### src/rtl/disp_select_10_if.sv
`default_nettype none
// ============================================================================
// Module   : disp_select_10_if
// Purpose  : Bus bundle for the 11-way disparity selector: correlation set
//            input with write strobe, winning disparity result with valid
//            pulse, confidence flag and busy indication.
// Revision : 1.0  initial release
// ============================================================================
interface disp_select_10_if #(
    parameter int unsigned sh_reg_w = 8  // 4'b1000
);
    logic                    wen;
    logic [2*sh_reg_w-1:0]   corr_in_0;
    logic [2*sh_reg_w-1:0]   corr_in_1;
    logic [2*sh_reg_w-1:0]   corr_in_2;
    logic [2*sh_reg_w-1:0]   corr_in_3;
    logic [2*sh_reg_w-1:0]   corr_in_4;
    logic [2*sh_reg_w-1:0]   corr_in_5;
    logic [2*sh_reg_w-1:0]   corr_in_6;
    logic [2*sh_reg_w-1:0]   corr_in_7;
    logic [2*sh_reg_w-1:0]   corr_in_8;
    logic [2*sh_reg_w-1:0]   corr_in_9;
    logic [2*sh_reg_w-1:0]   corr_in_10;
    logic [3:0]              disp_out;
    logic [2*sh_reg_w-1:0]   corr_max;
    logic                    dout_valid;
    logic                    dout_conf;
    logic                    busy;

    // Producer of correlation sets / consumer of results
    modport master (
        output wen,
        output corr_in_0, corr_in_1, corr_in_2, corr_in_3, corr_in_4, corr_in_5,
        output corr_in_6, corr_in_7, corr_in_8, corr_in_9, corr_in_10,
        input  disp_out, corr_max, dout_valid, dout_conf, busy
    );

    // The selector itself
    modport slave (
        input  wen,
        input  corr_in_0, corr_in_1, corr_in_2, corr_in_3, corr_in_4, corr_in_5,
        input  corr_in_6, corr_in_7, corr_in_8, corr_in_9, corr_in_10,
        output disp_out, corr_max, dout_valid, dout_conf, busy
    );
endinterface
`default_nettype wire

### src/rtl/disp_select_10.sv
`default_nettype none
// ============================================================================
// Module   : disp_select_10
// Purpose  : Captures a set of 11 correlation scores and scans them one per
//            cycle to find the disparity with the highest score (ties keep
//            the lower index). Result appears 11 edges after acceptance.
// Options  : DISP_THRESH_EN - when defined, dout_conf reports whether the
//            winning score reached THRESH; otherwise dout_conf is always 1.
// Revision : 1.0  initial release
// ============================================================================
module disp_select_10 #(
    parameter int unsigned               sh_reg_w = 8,       // 4'b1000
    parameter logic [2*sh_reg_w-1:0]     THRESH   = 16'd256
) (
    input  wire logic           clk,
    input  wire logic           rst,
    disp_select_10_if.slave     bus
);
    localparam int unsigned c_W        = 2 * sh_reg_w;
    localparam logic [3:0]  c_LAST_IDX = 4'd10;

`ifdef DISP_THRESH_EN
    localparam logic        c_CONF_FORCE = 1'b0;
`else
    localparam logic        c_CONF_FORCE = 1'b1;
`endif

    typedef enum logic [1:0] {
        S_IDLE = 2'd0,
        S_SCAN = 2'd1,
        S_DONE = 2'd2
    } state_t;

    state_t           r_state;
    state_t           w_next;
    logic [3:0]       r_cnt;
    logic [c_W-1:0]   r_cap [0:10];
    logic [c_W-1:0]   r_run_max;
    logic [3:0]       r_run_idx;
    logic [3:0]       r_disp;
    logic [c_W-1:0]   r_corr_max;
    logic             r_valid;
    logic             r_conf;

    logic [c_W-1:0]   w_in [0:10];
    logic [c_W-1:0]   w_cand;
    logic             w_take;
    logic             w_conf;

    assign w_in[0]  = bus.corr_in_0;
    assign w_in[1]  = bus.corr_in_1;
    assign w_in[2]  = bus.corr_in_2;
    assign w_in[3]  = bus.corr_in_3;
    assign w_in[4]  = bus.corr_in_4;
    assign w_in[5]  = bus.corr_in_5;
    assign w_in[6]  = bus.corr_in_6;
    assign w_in[7]  = bus.corr_in_7;
    assign w_in[8]  = bus.corr_in_8;
    assign w_in[9]  = bus.corr_in_9;
    assign w_in[10] = bus.corr_in_10;

    // Strict compare so an equal score never displaces the lower index
    assign w_cand = r_cap[r_cnt];
    assign w_take = (w_cand > r_run_max);
    assign w_conf = c_CONF_FORCE | (r_run_max >= THRESH);

    // State register
    always_ff @(posedge clk or posedge rst) begin
        if (rst) begin
            r_state <= S_IDLE;
        end else begin
            r_state <= w_next;
        end
    end

    // Next-state decode; wen only matters when idle
    always_comb begin
        w_next = r_state;
        case (r_state)
            S_IDLE:  if (bus.wen) w_next = S_SCAN;
            S_SCAN:  if (r_cnt == c_LAST_IDX) w_next = S_DONE;
            S_DONE:  w_next = S_IDLE;
            default: w_next = S_IDLE;
        endcase
    end

    // Capture, running-max scan and result registers
    always_ff @(posedge clk or posedge rst) begin
        if (rst) begin
            for (int i = 0; i <= 10; i++) begin
                r_cap[i] <= '0;
            end
            r_cnt      <= 4'd0;
            r_run_max  <= '0;
            r_run_idx  <= 4'd0;
            r_disp     <= 4'd0;
            r_corr_max <= '0;
            r_valid    <= 1'b0;
            r_conf     <= 1'b0;
        end else begin
            r_valid <= 1'b0;
            case (r_state)
                S_IDLE: begin
                    if (bus.wen) begin
                        for (int i = 0; i <= 10; i++) begin
                            r_cap[i] <= w_in[i];
                        end
                        r_run_max <= w_in[0];
                        r_run_idx <= 4'd0;
                        r_cnt     <= 4'd1;
                    end
                end
                S_SCAN: begin
                    if (w_take) begin
                        r_run_max <= w_cand;
                        r_run_idx <= r_cnt;
                    end
                    // Park at 0 after the last index so the counter stays in 0..10
                    if (r_cnt == c_LAST_IDX) begin
                        r_cnt <= 4'd0;
                    end else begin
                        r_cnt <= r_cnt + 4'd1;
                    end
                end
                S_DONE: begin
                    r_disp     <= r_run_idx;
                    r_corr_max <= r_run_max;
                    r_conf     <= w_conf;
                    r_valid    <= 1'b1;
                end
                default: ;
            endcase
        end
    end

    assign bus.disp_out   = r_disp;
    assign bus.corr_max   = r_corr_max;
    assign bus.dout_valid = r_valid;
    assign bus.dout_conf  = r_conf;
    assign bus.busy       = (r_state != S_IDLE);

endmodule
`default_nettype wire
### src/flat_wrapper.sv
// flat-port wrapper written by rule: the top's interface ports become plain ports
module disp_select_10_flat 
#(
    parameter int unsigned               sh_reg_w = 8,                 
    parameter logic [2*sh_reg_w-1:0]     THRESH   = 16'd256
)
  (clk, rst, bus_wen, bus_corr_in_0, bus_corr_in_1, bus_corr_in_2, bus_corr_in_3, bus_corr_in_4, bus_corr_in_5, bus_corr_in_6, bus_corr_in_7, bus_corr_in_8, bus_corr_in_9, bus_corr_in_10, bus_disp_out, bus_corr_max, bus_dout_valid, bus_dout_conf, bus_busy);
  disp_select_10_if #(.sh_reg_w(sh_reg_w)) bus_i ();
  input  wire logic clk;
  input  wire logic rst;
  input wire logic [$bits(bus_i.wen)-1:0] bus_wen;
  input wire logic [$bits(bus_i.corr_in_0)-1:0] bus_corr_in_0;
  input wire logic [$bits(bus_i.corr_in_1)-1:0] bus_corr_in_1;
  input wire logic [$bits(bus_i.corr_in_2)-1:0] bus_corr_in_2;
  input wire logic [$bits(bus_i.corr_in_3)-1:0] bus_corr_in_3;
  input wire logic [$bits(bus_i.corr_in_4)-1:0] bus_corr_in_4;
  input wire logic [$bits(bus_i.corr_in_5)-1:0] bus_corr_in_5;
  input wire logic [$bits(bus_i.corr_in_6)-1:0] bus_corr_in_6;
  input wire logic [$bits(bus_i.corr_in_7)-1:0] bus_corr_in_7;
  input wire logic [$bits(bus_i.corr_in_8)-1:0] bus_corr_in_8;
  input wire logic [$bits(bus_i.corr_in_9)-1:0] bus_corr_in_9;
  input wire logic [$bits(bus_i.corr_in_10)-1:0] bus_corr_in_10;
  output wire logic [$bits(bus_i.disp_out)-1:0] bus_disp_out;
  output wire logic [$bits(bus_i.corr_max)-1:0] bus_corr_max;
  output wire logic [$bits(bus_i.dout_valid)-1:0] bus_dout_valid;
  output wire logic [$bits(bus_i.dout_conf)-1:0] bus_dout_conf;
  output wire logic [$bits(bus_i.busy)-1:0] bus_busy;
  assign bus_i.wen = bus_wen;
  assign bus_i.corr_in_0 = bus_corr_in_0;
  assign bus_i.corr_in_1 = bus_corr_in_1;
  assign bus_i.corr_in_2 = bus_corr_in_2;
  assign bus_i.corr_in_3 = bus_corr_in_3;
  assign bus_i.corr_in_4 = bus_corr_in_4;
  assign bus_i.corr_in_5 = bus_corr_in_5;
  assign bus_i.corr_in_6 = bus_corr_in_6;
  assign bus_i.corr_in_7 = bus_corr_in_7;
  assign bus_i.corr_in_8 = bus_corr_in_8;
  assign bus_i.corr_in_9 = bus_corr_in_9;
  assign bus_i.corr_in_10 = bus_corr_in_10;
  assign bus_disp_out = bus_i.disp_out;
  assign bus_corr_max = bus_i.corr_max;
  assign bus_dout_valid = bus_i.dout_valid;
  assign bus_dout_conf = bus_i.dout_conf;
  assign bus_busy = bus_i.busy;
  disp_select_10 #(.sh_reg_w(sh_reg_w), .THRESH(THRESH)) u_core (.clk(clk), .rst(rst), .bus(bus_i));
endmodule
### config.mk
export PLATFORM = sky130hd
export DESIGN_NAME = disp_select_10_flat
export DESIGN_NICKNAME = d
export VERILOG_FILES = /design/src/rtl/disp_select_10_if.sv /design/src/rtl/disp_select_10.sv /design/src/flat_wrapper.sv
export SDC_FILE = /design/constraint.sdc
export NUM_CORES = 1
export LEC_CHECK = 0
export ABC_AREA = 1
export BUFFER_PORTS_ARGS = -buffer_cell sky130_fd_sc_hd__buf_2
export CAP_MARGIN = 5
export CORE_MARGIN = 5
export CORE_UTILIZATION = 56
export CTS_CLUSTER_DIAMETER = 120
export CTS_CLUSTER_SIZE = 25
export DETAILED_ROUTE_END_ITERATION = 8
export PLACE_DENSITY = 0.85
export SLEW_MARGIN = 10
export SYNTH_ARGS = -nofsm -noshare
export SYNTH_HDL_FRONTEND = slang
export SYNTH_SLANG_ARGS = --single-unit
### constraint.sdc
create_clock -name clk -period 8.8 [get_ports clk]
set_input_delay 0.88 -clock clk [delete_from_list [all_inputs] [get_ports clk]]
set_output_delay 0.88 -clock clk [all_outputs]
set_load 0.1 [all_outputs]
==> results.cfg <==
[logic_synthesis]
synth_top_family_by_area = simple AND/OR/NAND/NOR gates
syn_nets = 1486
syn_avg_cell_area_um2 = 8.38
ys_seq_area_share_pct = 51.9
synth_commonest_cells = nand2_1, dfrtp_1, inv_1
async_reset_ff_share_pct = 100
yosysTopAreaCell = dfrtp_1
synth_simple_gate_area_share_pct = 21.7
synth_cell_types = 26
netlist_area_um2 = 10800
synthTopCellsByArea = dfrtp_1, nand2_1, mux2_2
synthAdderAreaFrac_pct = 2.08
synth_compound_area_share_pct = 8.06
yosys.area.top_type_share_pct = 51.9
ys_ff_latch = 224
yosys_warnings = 0
ys.flop_type = dfrtp_1
synthXorXnorAreaFrac_pct = 0.0810
muxShareOfSynthArea_pct = 7.81
synth.most_common_cell = nand2_1
synthCells = 1289
synth-edff-count = 0

[pwr]
power_mw = 4.93
clkPwrFrac_pct = 12.1
ir_drop_mv = 0.252
netSwitchingPower_mw = 2.33
p_leak_nw = 6.53
switching_share_pct = 47.2
seqPwrFrac_pct = 36.3
p_int_mw = 2.60
p_comb_share_pct = 51.6
power.density_nw_per_um2 = 404

[worst_setup_path]
worstPathRequired_ns = 9.15
critPathArrivalTime_ns = 5.34
worstSetupEndpointType = flip-flop
crit_type = flip-flop to flip-flop
critPathMaxFanout = 51
start_kind = flip-flop

[route]
ant_nets = 0
vias = 9087
routed_wl_um = 29500
first_pass_iters = 6
dr_wl_met3_um = 2790
route.detailed.drc = 0
met2_length_um = 13700
top_layer = met5
vias_per_cell = 5.35
drt_iter0_drc = 913
drt-met1-wl_um = 12000
wl_per_cell_um = 17.4

[floorplan]
die_w_um = 149
io_pins = 202
die_area_um2 = 22200
coreArea_um2 = 18800
initial_core_util_pct = 57.4
rows = 50
die_y_um = 149

[sta]
fin_crit_sh_pct = 56.6
slew_viol_final = 0
fmaxAchievable_mhz = 201
fin_crit_ns = 4.98
setup-tns-final_ns = 0
worst_pin_slew_ns = 0.985
rsz0062_at_grt = no
finClkSkew_ns = 0.0223
setup_violations = 0
postLayoutSetupSlackWorst_ns = 3.82
finalHoldViolations = 0
slew_headroom_pct = 34.3

[placed_design]
gp_congestion = 0.922
place_ws_ns = 4.02
port-buffer-count = 201
dpl.hpwl_um = 21700

[clock_network]
clk_pin_slew_ns = 0.11
cts-htree-levels = 1
numCtsBuffers = 12
clock-sinks = 224
cts_tree = built
clk_latency_ns = 0.48
cts_resized = 0
postCtsSetupBuffers = 0
ctsHoldBuffers = 0
cts_root_buf = clkbuf_16
clockBufferDepth = 3

[flow_run]
drv_cap = 0

[grt]
grt_overflow_total = 0
grt_pass1_vias = 8893
antenna_found_initial = 2
grt_pass1_wl_um = 45700
grt_usage_pct = 26.1
grt_max_degree = 148

[hold_path]
hp-class = flip-flop to flip-flop

[final_layout]
layout.nets = 1633
diodes = 0
area_growth_pct = 12.7
drive_gt1_share_pct = 21.2

[run_status]
status = complete, no violations
==> flip-flops by register name, indices dropped and copies added (netlist names) <==
| register | flops |
|---|---|
| u_core.bus.corr_max | 16 |
| u_core.bus.disp_out | 4 |
| u_core.bus.dout_conf | 1 |
| u_core.bus.dout_valid | 1 |
| u_core.r_cap | 176 |
| u_core.r_cnt | 4 |
| u_core.r_run_idx | 4 |
| u_core.r_run_max | 16 |
| u_core.r_state | 2 |
==> layer usage <==
metal	GRT usage, %	vias up
li1	-	4361
met1	35.4	4243
met2	42.3	413
met3	6.41	66
met4	7.51	4
met5	0	-
==> cells in the final DEF (no fill, tap or decap) <==
master	n
a21o_1	1
a21oi_1	109
a31oi_1	1
buf_2	201
buf_4	6
clkbuf_1	2
clkbuf_16	13
clkinv_1	1
dfrtp_1	223
dfrtp_2	1
ha_1	18
inv_1	143
inv_2	2
inv_4	1
inv_8	1
mux2_2	75
nand2_1	330
nand2_4	1
nand3_1	113
nand4_1	2
nor2_1	130
nor2_2	1
nor2_4	2
o21ai_0	40
o21ai_1	1
o22ai_1	17
or2_2	1
xor2_1	1
==> worst max-delay path: stages, from the launching register on <==
cell and delay [ns]:
dfrtp_1 0.95, inv_2 0.61, nor2_4 0.52, inv_2 0.23, o22ai_1 0.20, nand2_1 0.06
nand2_1 0.13, ha_1 0.25, nand2_1 0.09, inv_1 0.04, nand2_1 0.05, nand2_1 0.04
nand2_1 0.05, nand2_1 0.05, nand2_1 0.06, nand2_1 0.04, nand2_1 0.53, nand2_1 0.62
nand2_1 0.20, nand2_1 0.08
==> power by group through the flow <==
stage / clock network, mW / registers, mW / logic, mW
after CTS: 0.599 / 1.78 / 2.51
after global placement: 0 / 1.78 / 2.45
after detailed placement: 0 / 1.80 / 2.50
after floorplan: 0 / 1.90 / 1.75
after global routing: 0.640 / 1.83 / 2.83
final: 0.595 / 1.79 / 2.54
==> cell families after synthesis <==
logic type / after synthesis
compound gates: 169
xor+xnor: 1
fa+ha+maj: 18
buf+inv: 222
flops: 224
mux: 75
simple gates: 580
==> worst paths after layout <==
check                                      from              endpoint  slack (ns)  depth (start not counted)
min reg2reg                u_core.bus.dout_conf  u_core.bus.dout_conf        0.47                          1
max reg2reg                     u_core.r_cnt[1]   u_core.r_run_idx[1]        3.82                         19
min in group asynchronous                   rst     u_core.r_cap[159]        0.61                          2
min                        u_core.bus.dout_conf  u_core.bus.dout_conf        0.47                          1
max in group asynchronous                   rst       u_core.r_cnt[0]        6.58                          3
max                             u_core.r_cnt[1]   u_core.r_run_idx[1]        3.82                         19
==> layout make-up <==
cell class                      instances  area, µm²
Inverter                              148        566
Fill cell                            1600       6650
Sequential cell                       224       5610
Clock buffer                           15        333
Tap cell                              260        325
Multi-Input combinational cell        843       4300
Timing Repair Buffer                  207       1050
==> through the flow <==
stage / instance area (µm²) / hold slack [ns] / cells / util [%]
3_3_place_gp: 11800 / 0.446 / 1682 / 62.9
4_1_cts: 12200 / 0.474 / 1697 / 64.7
3_5_place_dp: 11800 / 0.450 / 1682 / 62.9
2_1_floorplan: 10800 / 0.443 / 1289 / -
6_report: 12200 / 0.474 / 1697 / 64.7
5_1_grt: 12200 / 0.509 / 1697 / 64.7
Power figures use the tool's default switching activity.
